## src/rtl/vdc_pkg.sv

```systemverilog
// Shared VDC types for the VRAM arbiter and its helpers.
package vdc_pkg;

   typedef enum logic [1:0] {
      REQ_BG  = 2'd0,
      REQ_SPR = 2'd1,
      REQ_CPU = 2'd2,
      REQ_DMA = 2'd3
   } req_id_t;

   typedef logic [15:0] vram_word_t;
   typedef logic [14:0] vram_addr_t;

   localparam int NUM_VRAM_REQ = 4;
   localparam int WAIT_CNT_W   = 8;

endpackage

```

## src/rtl/vram_rr2.sv

```systemverilog
// CPU/DMA round-robin pointer plus saturating starvation counters.
// Produces the low-priority pick; starved_o flags that the pick outranks SPR.
module vram_rr2
   import vdc_pkg::*;
#(
   parameter int STARVE_LIMIT = 8
) (
   input  logic    clk_i,
   input  logic    rst_i,
   input  logic    cpu_req_i,
   input  logic    dma_req_i,
   input  logic    cpu_gnt_i,
   input  logic    dma_gnt_i,
   output logic    pick_vld_o,
   output req_id_t pick_o,
   output logic    starved_o
);

   localparam logic [WAIT_CNT_W-1:0] LIMIT   = WAIT_CNT_W'(STARVE_LIMIT);
   localparam logic [WAIT_CNT_W-1:0] CNT_MAX = '1;

   logic                  ptr_q, ptr_d;          // 0: CPU preferred, 1: DMA preferred
   logic [WAIT_CNT_W-1:0] cpu_wait_q, cpu_wait_d;
   logic [WAIT_CNT_W-1:0] dma_wait_q, dma_wait_d;
   logic                  cpu_starved, dma_starved;
   logic                  cand_cpu, cand_dma;

   assign cpu_starved = cpu_req_i && (cpu_wait_q >= LIMIT);
   assign dma_starved = dma_req_i && (dma_wait_q >= LIMIT);

   // Pick among starved requesters first; otherwise among all CPU/DMA requesters.
   always_comb begin
      cand_cpu  = cpu_req_i;
      cand_dma  = dma_req_i;
      starved_o = 1'b0;
      if (cpu_starved || dma_starved) begin
         cand_cpu  = cpu_starved;
         cand_dma  = dma_starved;
         starved_o = 1'b1;
      end
      pick_vld_o = cand_cpu || cand_dma;
      pick_o     = REQ_CPU;
      if (cand_cpu && cand_dma) pick_o = ptr_q ? REQ_DMA : REQ_CPU;
      else if (cand_dma)        pick_o = REQ_DMA;
   end

   // Next pointer flips away from whoever was just served; waits count while ignored.
   always_comb begin
      ptr_d      = ptr_q;
      cpu_wait_d = '0;
      dma_wait_d = '0;
      if (cpu_gnt_i)      ptr_d = 1'b1;
      else if (dma_gnt_i) ptr_d = 1'b0;
      if (cpu_req_i && !cpu_gnt_i)
         cpu_wait_d = (cpu_wait_q == CNT_MAX) ? CNT_MAX : cpu_wait_q + 1'b1;
      if (dma_req_i && !dma_gnt_i)
         dma_wait_d = (dma_wait_q == CNT_MAX) ? CNT_MAX : dma_wait_q + 1'b1;
   end

   // Pointer and counter registers.
   always_ff @(posedge clk_i) begin
      if (rst_i) begin
         ptr_q      <= 1'b0;
         cpu_wait_q <= '0;
         dma_wait_q <= '0;
      end else begin
         ptr_q      <= ptr_d;
         cpu_wait_q <= cpu_wait_d;
         dma_wait_q <= dma_wait_d;
      end
   end

endmodule

```

## src/rtl/vram_arbiter.sv

```systemverilog
// VDC VRAM arbiter: one access per clock among BG, SPR, CPU and DMA.
// Optional VRAM_PERF_CNT_EN adds per-requester grant and stall counters.
module vram_arbiter
   import vdc_pkg::*;
#(
   parameter int ADDR_W       = 15,
   parameter int DATA_W       = 16,
   parameter int STARVE_LIMIT = 8
) (
   input  logic                                 clock_i,
   input  logic                                 reset_i,
   input  logic [NUM_VRAM_REQ-1:0]              req_i,
   input  logic [NUM_VRAM_REQ-1:0]              req_we_i,
   input  logic [NUM_VRAM_REQ-1:0][15:0]        req_addr_i,
   input  logic [NUM_VRAM_REQ-1:0][DATA_W-1:0]  req_wdata_i,
   output logic [NUM_VRAM_REQ-1:0]              gnt_o,
   output logic [NUM_VRAM_REQ-1:0]              rvalid_o,
   output logic [DATA_W-1:0]                    rdata_o,
   output logic [ADDR_W-1:0]                    vram_addr_o,
   output logic [DATA_W-1:0]                    vram_wdata_o,
   output logic                                 vram_wren_o,
   input  logic [DATA_W-1:0]                    vram_q_i
`ifdef VRAM_PERF_CNT_EN
   ,
   output logic [NUM_VRAM_REQ-1:0][31:0]        perf_gnt_cnt_o,
   output logic [31:0]                          perf_stall_cnt_o
`endif
);

   logic                    lp_vld, lp_starved;
   req_id_t                 lp_pick, gnt_id;
   logic                    any_gnt, sel_oor;
   logic [15:0]             sel_addr;
   logic [NUM_VRAM_REQ-1:0] rvld_q, rvld_d;
   logic                    rd_oor_q, rd_oor_d;
   logic [DATA_W-1:0]       rdata_q, rdata_d;
   logic [ADDR_W-1:0]       addr_q, addr_d;
   logic [DATA_W-1:0]       wdata_q, wdata_d;

   vram_rr2 #(.STARVE_LIMIT(STARVE_LIMIT)) u_rr2 (
      .clk_i      (clock_i),
      .rst_i      (reset_i),
      .cpu_req_i  (req_i[REQ_CPU]),
      .dma_req_i  (req_i[REQ_DMA]),
      .cpu_gnt_i  (gnt_o[REQ_CPU]),
      .dma_gnt_i  (gnt_o[REQ_DMA]),
      .pick_vld_o (lp_vld),
      .pick_o     (lp_pick),
      .starved_o  (lp_starved)
   );

   // Fixed priority BG > starved CPU/DMA > SPR > CPU/DMA round-robin.
   always_comb begin
      gnt_o = '0;
      if (!reset_i) begin
         if (req_i[REQ_BG])       gnt_o[REQ_BG]  = 1'b1;
         else if (lp_starved)     gnt_o[lp_pick] = 1'b1;
         else if (req_i[REQ_SPR]) gnt_o[REQ_SPR] = 1'b1;
         else if (lp_vld)         gnt_o[lp_pick] = 1'b1;
      end
   end

   // Encode the one-hot grant to select the winner's address/data.
   always_comb begin
      gnt_id = REQ_BG;
      for (int i = 0; i < NUM_VRAM_REQ; i++)
         if (gnt_o[i]) gnt_id = req_id_t'(2'(i));
   end

   assign any_gnt  = |gnt_o;
   assign sel_addr = req_addr_i[gnt_id];
   assign sel_oor  = sel_addr[15];

   // BRAM drive: winner passes straight through; idle cycles replay the last address/data.
   always_comb begin
      addr_d       = addr_q;
      wdata_d      = wdata_q;
      if (any_gnt) begin
         addr_d  = sel_addr[ADDR_W-1:0];
         wdata_d = req_wdata_i[gnt_id];
      end
      vram_addr_o  = addr_d;
      vram_wdata_o = wdata_d;
      vram_wren_o  = any_gnt && req_we_i[gnt_id] && !sel_oor;
   end

   // Read return: out-of-range reads still answer, but with zero data.
   always_comb begin
      rvld_d   = gnt_o & ~req_we_i;
      rd_oor_d = sel_oor;
      rvalid_o = reset_i ? '0 : rvld_q;
      rdata_d  = rdata_q;
      if (|rvalid_o) rdata_d = rd_oor_q ? '0 : vram_q_i;
      rdata_o  = rdata_d;
   end

   // Pipeline and hold registers.
   always_ff @(posedge clock_i) begin
      if (reset_i) begin
         rvld_q   <= '0;
         rd_oor_q <= 1'b0;
         rdata_q  <= '0;
         addr_q   <= '0;
         wdata_q  <= '0;
      end else begin
         rvld_q   <= rvld_d;
         rd_oor_q <= rd_oor_d;
         rdata_q  <= rdata_d;
         addr_q   <= addr_d;
         wdata_q  <= wdata_d;
      end
   end

`ifdef VRAM_PERF_CNT_EN
   logic [NUM_VRAM_REQ-1:0][31:0] perf_gnt_q;
   logic [31:0]                   perf_stall_q;

   // Wrapping grant counters and a count of cycles where someone was left waiting.
   always_ff @(posedge clock_i) begin
      if (reset_i) begin
         perf_gnt_q   <= '0;
         perf_stall_q <= '0;
      end else begin
         for (int i = 0; i < NUM_VRAM_REQ; i++)
            perf_gnt_q[i] <= perf_gnt_q[i] + 32'(gnt_o[i]);
         perf_stall_q <= perf_stall_q + 32'(|(req_i & ~gnt_o));
      end
   end

   assign perf_gnt_cnt_o   = perf_gnt_q;
   assign perf_stall_cnt_o = perf_stall_q;
`endif

endmodule

```

## config.mk

```make
export PLATFORM = sky130hd
export DESIGN_NAME = vram_arbiter
export DESIGN_NICKNAME = d
export VERILOG_FILES = /design/src/rtl/vdc_pkg.sv /design/src/rtl/vram_rr2.sv /design/src/rtl/vram_arbiter.sv
export SDC_FILE = /design/constraint.sdc
export NUM_CORES = 1
export LEC_CHECK = 0
export ABC_CLOCK_PERIOD_IN_PS = 5200
export CORE_AREA = 2 2 104 106
export DETAILED_ROUTE_END_ITERATION = 12
export DIE_AREA = 0 0 106 108
export PLACE_DENSITY = 0.89
export SYNTH_ARGS = -nofsm -noshare
export SYNTH_HDL_FRONTEND = slang
export SYNTH_SLANG_ARGS = --single-unit
```

## constraint.sdc

```tcl
create_clock -name clock_i -period 5.2 [get_ports clock_i]
set_clock_uncertainty 0.15 [all_clocks]
set_input_delay 1.56 -clock clock_i [delete_from_list [all_inputs] [get_ports clock_i]]
set_output_delay 1.56 -clock clock_i [all_outputs]
set_load 0.005 [all_outputs]
```

==> impl_metrics.yaml, run 1 <==
logic_synthesis:
  synth-main-ff-cell: "dfxtp_1"
  synthTopCellsByArea: "dfxtp_1 (34%), mux2i_1 (16%), o221ai_1 (14%)"
  synth_enable_flop_cells: 0
  syn-num-nets: 626
  synth_top_area_share: 0.345
  synth-simple-area-share: 0.205
  synthMuxAreaShare: 0.162
  synth_top_family_by_area: "compound AO/OA/AOI/OAI gates"
  ys_ff_latch: 69
  syn_inst: 468
  synth-adder-area-share: 0.0125
  syn_area_um2: 4010
  synth_xor_area_frac: 0.0153
  ys_warn_count: 0
  syn_avg_cell_area_um2: 8.56
  yosysTopAreaCell: "dfxtp_1"
  synth_cell_types: 39
  ys_async_sr_fraction: 0
  synth_seq_area_share: 0.345
  synth_compound_area_frac: 0.207
clock_network:
  cts_buffer_depth: 2
  cts-root-buf: "clkbuf_8"
  cts_max_level: 3
  insertion_delay_ps: 330
  cts_tree: "done"
  cts_sinks: 69
  cts_buffers: 9
  cts.clk_slew.worst_paths_ps: 70
setup_path:
  start_kind: "primary input"
  cpPeakStageDelay_ps: 480
  cp_cell_sequence: "clkdlybuf4s50_1 -> o21a_1 -> a21boi_2 -> nand2_2 -> buf_12 -> mux2i_1 -> o221ai_1 -> dlygate4sd2_1"
  crit_arrival_ps: 3520
  path_max_fanout: 27
  reg2reg_slack_ps: 2120
  critPathSlowestCell: "clkdlybuf4s50_1"
  critPathKind: "in -> out"
  cp_data_required_time_ps: 3490
  end_kind: "output port"
route:
  postRouteAntennaNets: 0
  dr.first_iter.drc_count: 406
  drt_first_pass_iters: 5
  wire_per_inst_um: 18.5
  vias_per_cell: 5.60
  wl_mm: 17.1
  drc: 0
  vias: 5194
power_and_ir_drop:
  vdd_drop_max_mv: 0.125
  p_per_area_nw_per_um2: 194
  p_total_w: 0.00150
  power.leakage_nw: 3.27
grt:
  overflow: 0
  grt_max_degree: 33
  grt_pass1_wl_mm: 25.8
  antenna_found_initial: 0
  grt_pass1_vias: 5336
  globalRouteTotalUtil: 0.283
timing:
  period_share: 1.01
  period_minus_slack_ps: 5230
  setup_viol: 4
  fin_ws_ps: -27.6
  rsz0062_at_grt: "true"
  holdWs_ps: 346
  clock.fmax_mhz: 191
  hold_violations: 0
  drv_slew: 0
  relSlewSlack: 0.400
  worst_pin_slew_ps: 899
cells_and_area:
  utilization: 0.758
  drive_gt1_frac: 0.265
  stdcell_area_um2: 7760
  syn_to_final_growth_pct: 93.7
  fin_nets: 946
  n_antenna_cell: 0
floorplanning:
  initial_core_util: 0.391
  die_width_um: 106
  dieArea_um2: 11400
  die_y_um: 108
  rows: 37
  pin_count: 210
  core_um2: 10200
placement:
  placed_area_um2: 6990
  dp.final_hpwl_mm: 11.2
  pre_cts_slack_ps: -399
  place_congestion: 0.821
  portBuffers: 209
hold_path:
  min_path_type: "reg -> reg"
run:
  maxCapViolCount: 0
status:
  status: "finished with violations"
  violations: "setup timing"
worst paths after layout:
| path | cells past startpoint | endpoint | from |
|---|---|---|---|
| max | 8 | vram_addr_o[2] | req_i[2] |
| min | 2 | u_rr2.ptr_q$_SDFFE_PP0P_ | u_rr2.ptr_q$_SDFFE_PP0P_ |
| max reg2reg | 14 | addr_q[2]$_SDFF_PP0_ | u_rr2.cpu_wait_q[6]$_SDFF_PP0_ |
| min reg2reg | 2 | u_rr2.ptr_q$_SDFFE_PP0P_ | u_rr2.ptr_q$_SDFFE_PP0P_ |
cell usage after synthesis (3+ instances only):
library cell,number
dfxtp_1,69
mux2i_1,65
o221ai_1,62
nand2_1,55
nand3_1,39
clkbuf_1,20
o21ai_0,20
and2_1,18
nand2b_1,18
buf_2,16
a21oi_1,14
nor2_1,12
inv_1,9
nor2b_1,7
ha_1,4
nor3_1,4
xor2_1,4
buf_4,3
xnor2_1,3
cell type report:
type                            count  area (µm²)
Timing Repair Buffer              348        3280
Multi-Input combinational cell    351        2730
Fill cell                         644        2470
Sequential cell                    69        1380
Tap cell                          136         170
Clock buffer                       12         155
Inverter                            9        33.8
Clock inverter                      2        10.0
cell families (layout without fill, tap and decap cells):
family,Yosys count,in the layout
XOR/XNOR,7,7
AO/OA/AOI/OAI,110,110
flip-flops,69,69
adder cells (fa/ha/maj),4,4
AND/OR/NAND/NOR,165,165
multiplexers,65,65
buffers and inverters,48,371
placed cells by master, fill, tap and decap left out, types with 5 or more instances in the layout:
master / count
nand3_1: 38
nand2_1: 54
nor2_1: 10
dlygate4sd2_1: 24
dlymetal6s2s_1: 5
buf_4: 124
a21oi_1: 14
mux2i_1: 34
o21ai_0: 19
mux2i_2: 19
buf_12: 6
dfxtp_1: 69
buf_2: 6
nor2b_1: 7
and2_1: 17
mux2i_4: 12
clkdlybuf4s50_1: 168
nand2b_1: 18
clkbuf_8: 11
inv_1: 9
o221ai_1: 58
per-stage QoR:
step	cells	TNS, ps
after floorplan	468	0
after global placement	879	-12010
after detailed placement	879	-13990
after CTS	926	-2.66
after global routing	927	-1050
final	927	-83.5
critical path, delay by kind of cell:
kind,cells,cell delay [ps]
AO/OA/AOI/OAI,3,470
buffers and inverters,3,1020
multiplexers,1,290
AND/OR/NAND/NOR,1,140
power breakdown:
part	internal, W	total [W]	switching (W)
clock network	0.000193	0.000386	0.000193
logic	0.000330	0.000536	0.000206
registers	0.000561	0.000582	0.0000205
timing repair:
action | 4_1_cts | 5_1_grt
cloned | 5 | 0
hold buffers | 0 | 0
endpoints found under the setup margin | 50 | 35
resized for setup | 101 | 30
buffers inserted | 28 | 1
pin swaps | 6 | 3
sequential cells by signal (all words and copies together), names as in the netlist:
name,flops
wdata_q,16
u_rr2.ptr_q,1
rd_oor_q,1
u_rr2.cpu_wait_q,8
u_rr2.dma_wait_q,8
addr_q,15
rvld_q,4
rdata_q,16
layer usage:
layer	part of all wire	vias to the layer above	GRT usage
met5	0	-	0
met4	0.029	0	0.117
met3	0.067	44	0.0452
met2	0.52	311	0.528
met1	0.39	2450	0.323
li1	-	2389	-
Note: power is estimated with default switching activity, not from simulation.
==> run 2, diff against run 1 <==
PLACE_DENSITY = not set   (was 0.89)
PLACE_DENSITY_LB_ADDON = 0.08   (was not set)
==> run 2 against run 1 <==
Effect of this change: the flow now finishes without violations; routed wire length decreased by 6.9%; cell count increased by 1.7%; sequential power about the same; cell area increased by 2.8%; die area unchanged; critical path type unchanged; largest power group unchanged; highest routed layer unchanged.
==> impl_metrics.yaml, run 2 (synthesis gave the netlist of run 1 again) <==
status:
  status: "finished clean"
cells_and_area:
  layoutNonFillerInstCount: 943
  syn_to_final_growth_pct: 99.2
  final_common_cell: "clkdlybuf4s50_1"
  n_antenna_cell: 0
  stdcell_area_um2: 7980
  reg.largest.list: "rdata_q x16, wdata_q x16, addr_q x15"
  final_cell_mix: "clkdlybuf4s50_1 (169), buf_4 (134), dfxtp_1 (69)"
  fin_nets: 961
  utilization: 0.780
  drive_gt1_frac: 0.287
floorplanning:
  die_width_um: 106
  rows: 37
  initial_core_util: 0.391
  core_um2: 10200
  dieArea_um2: 11400
  die_y_um: 108
  pin_count: 210
clock_network:
  cts-root-buf: "clkbuf_8"
  cts_buffer_depth: 2
  cts_sinks: 69
  cts.clk_slew.worst_paths_ps: 70
  insertion_delay_ps: 340
  cts_tree: "done"
  cts_buffers: 9
  cts_max_level: 3
setup_path:
  reg2reg_slack_ps: 2010
  r2r_start: "u_rr2.cpu_wait_q[6]$_SDFF_PP0_"
  critPathKind: "in -> out"
  reg2reg_depth: 15
  crit_arrival_ps: 3420
  cp_data_required_time_ps: 3490
  path_max_fanout: 6
  start_kind: "primary input"
  r2r_end: "wdata_q[12]$_SDFF_PP0_"
  end_kind: "output port"
route:
  drt_first_pass_iters: 4
  wire_per_inst_um: 16.9
  dr.first_iter.drc_count: 301
  postRouteAntennaNets: 0
  vias_per_cell: 5.38
  drc: 0
  vias: 5069
  wl_mm: 15.9
power_and_ir_drop:
  power.leakage_nw: 3.33
  p_sw_frac: 0.268
  p_per_area_nw_per_um2: 202
  power_frac_comb: 0.341
  pwr-share-clk: 0.299
  p_switching_w: 0.000431
  p_seq_frac: 0.359
  vdd_drop_max_mv: 0.125
  p_int_w: 0.00118
grt:
  globalRouteTotalUtil: 0.265
  grt_pass1_vias: 4991
  overflow: 0
  antenna_found_initial: 0
  grt_pass1_wl_mm: 24.2
  grt_max_degree: 41
placement:
  dp.final_hpwl_mm: 10.6
  place_congestion: 0.829
  portBuffers: 209
  dpl.cell_count: 893
  placed_area_um2: 7130
timing:
  rsz0062_at_grt: "true"
  clock.fmax_mhz: 195
  period_share: 0.986
  worst_pin_slew_ps: 665
  drv_slew: 0
  hold_violations: 0
  relSlewSlack: 0.556
  setup_viol: 0
  period_minus_slack_ps: 5130
  tns_ps: 0
hold_path:
  min_path_type: "reg -> reg"
  hp-start: "u_rr2.ptr_q$_SDFFE_PP0P_"
  min_to: "u_rr2.ptr_q$_SDFFE_PP0P_"
  holdPathStages: 2
run:
  maxCapViolCount: 0
run 2: final cells by class:
| class | instances | area (µm²) |
|---|---|---|
| inverters | 9 | 33.8 |
| flip-flops and latches | 69 | 1380 |
| clock inverters | 5 | 75.1 |
| well taps | 136 | 170 |
| fillers | 691 | 2250 |
| multi-input cells | 351 | 2790 |
| repair buffers | 363 | 3390 |
| clock buffers | 10 | 138 |
run 2: worst max path at each step:
stage              from                to  slack (ps)  cells past startpoint
6_report       req_i[3]  vram_wdata_o[10]          70                     10
5_1_grt        req_i[0]  vram_wdata_o[10]         -50                     11
4_1_cts        req_i[0]    vram_addr_o[8]          20                     11
3_5_place_dp   req_i[1]  vram_wdata_o[15]        -400                      7
3_3_place_gp   req_i[1]  vram_wdata_o[15]        -390                      7
2_1_floorplan   reset_i    vram_addr_o[0]         410                      8
run 2: through the flow:
stage / hold WS, ps / total power (W) / setup slack [ps]
3_5_place_dp: 316 / 0.00109 / -398
6_report: 329 / 0.00161 / 71.1
4_1_cts: 330 / 0.00159 / 16.0
5_1_grt: 369 / 0.00168 / -50.0
2_1_floorplan: 290 / 0.000749 / 412
3_3_place_gp: 310 / 0.00108 / -386
run 2: timing repair:
action | 4_1_cts | 5_1_grt
endpoints found under the setup margin | 50 | 41
pin swaps | 4 | 4
hold buffers | 0 | 0
gates cloned | 1 | 1
setup buffers | 26 | 7
gates resized for setup | 97 | 60
run 2: power groups by stage:
stage / sequential (W) / combinational (W) / clock [W]
after global placement: 0.000589 / 0.000489 / 0
after floorplan: 0.000584 / 0.000164 / 0
final: 0.000579 / 0.000549 / 0.000482
after detailed placement: 0.000590 / 0.000495 / 0
after CTS: 0.000579 / 0.000520 / 0.000492
after global routing: 0.000582 / 0.000585 / 0.000517
run 2: worst max-delay path: stages:
cell             delay [ps]
dlygate4sd2_1           280
o21ai_1                 160
nand3_2                 130
a211oi_4                220
buf_6                   160
buf_12                  120
buf_4                   140
mux2i_2                 250
o221ai_1                150
clkdlybuf4s15_1         240
run 2: routing by layer:
metal  up-vias  track usage  share of wire
li1       2426            -              -
met1      2385        0.320           0.40
met2       224        0.465           0.51
met3        34       0.0524          0.061
met4         0        0.109          0.022
met5         -            0              0
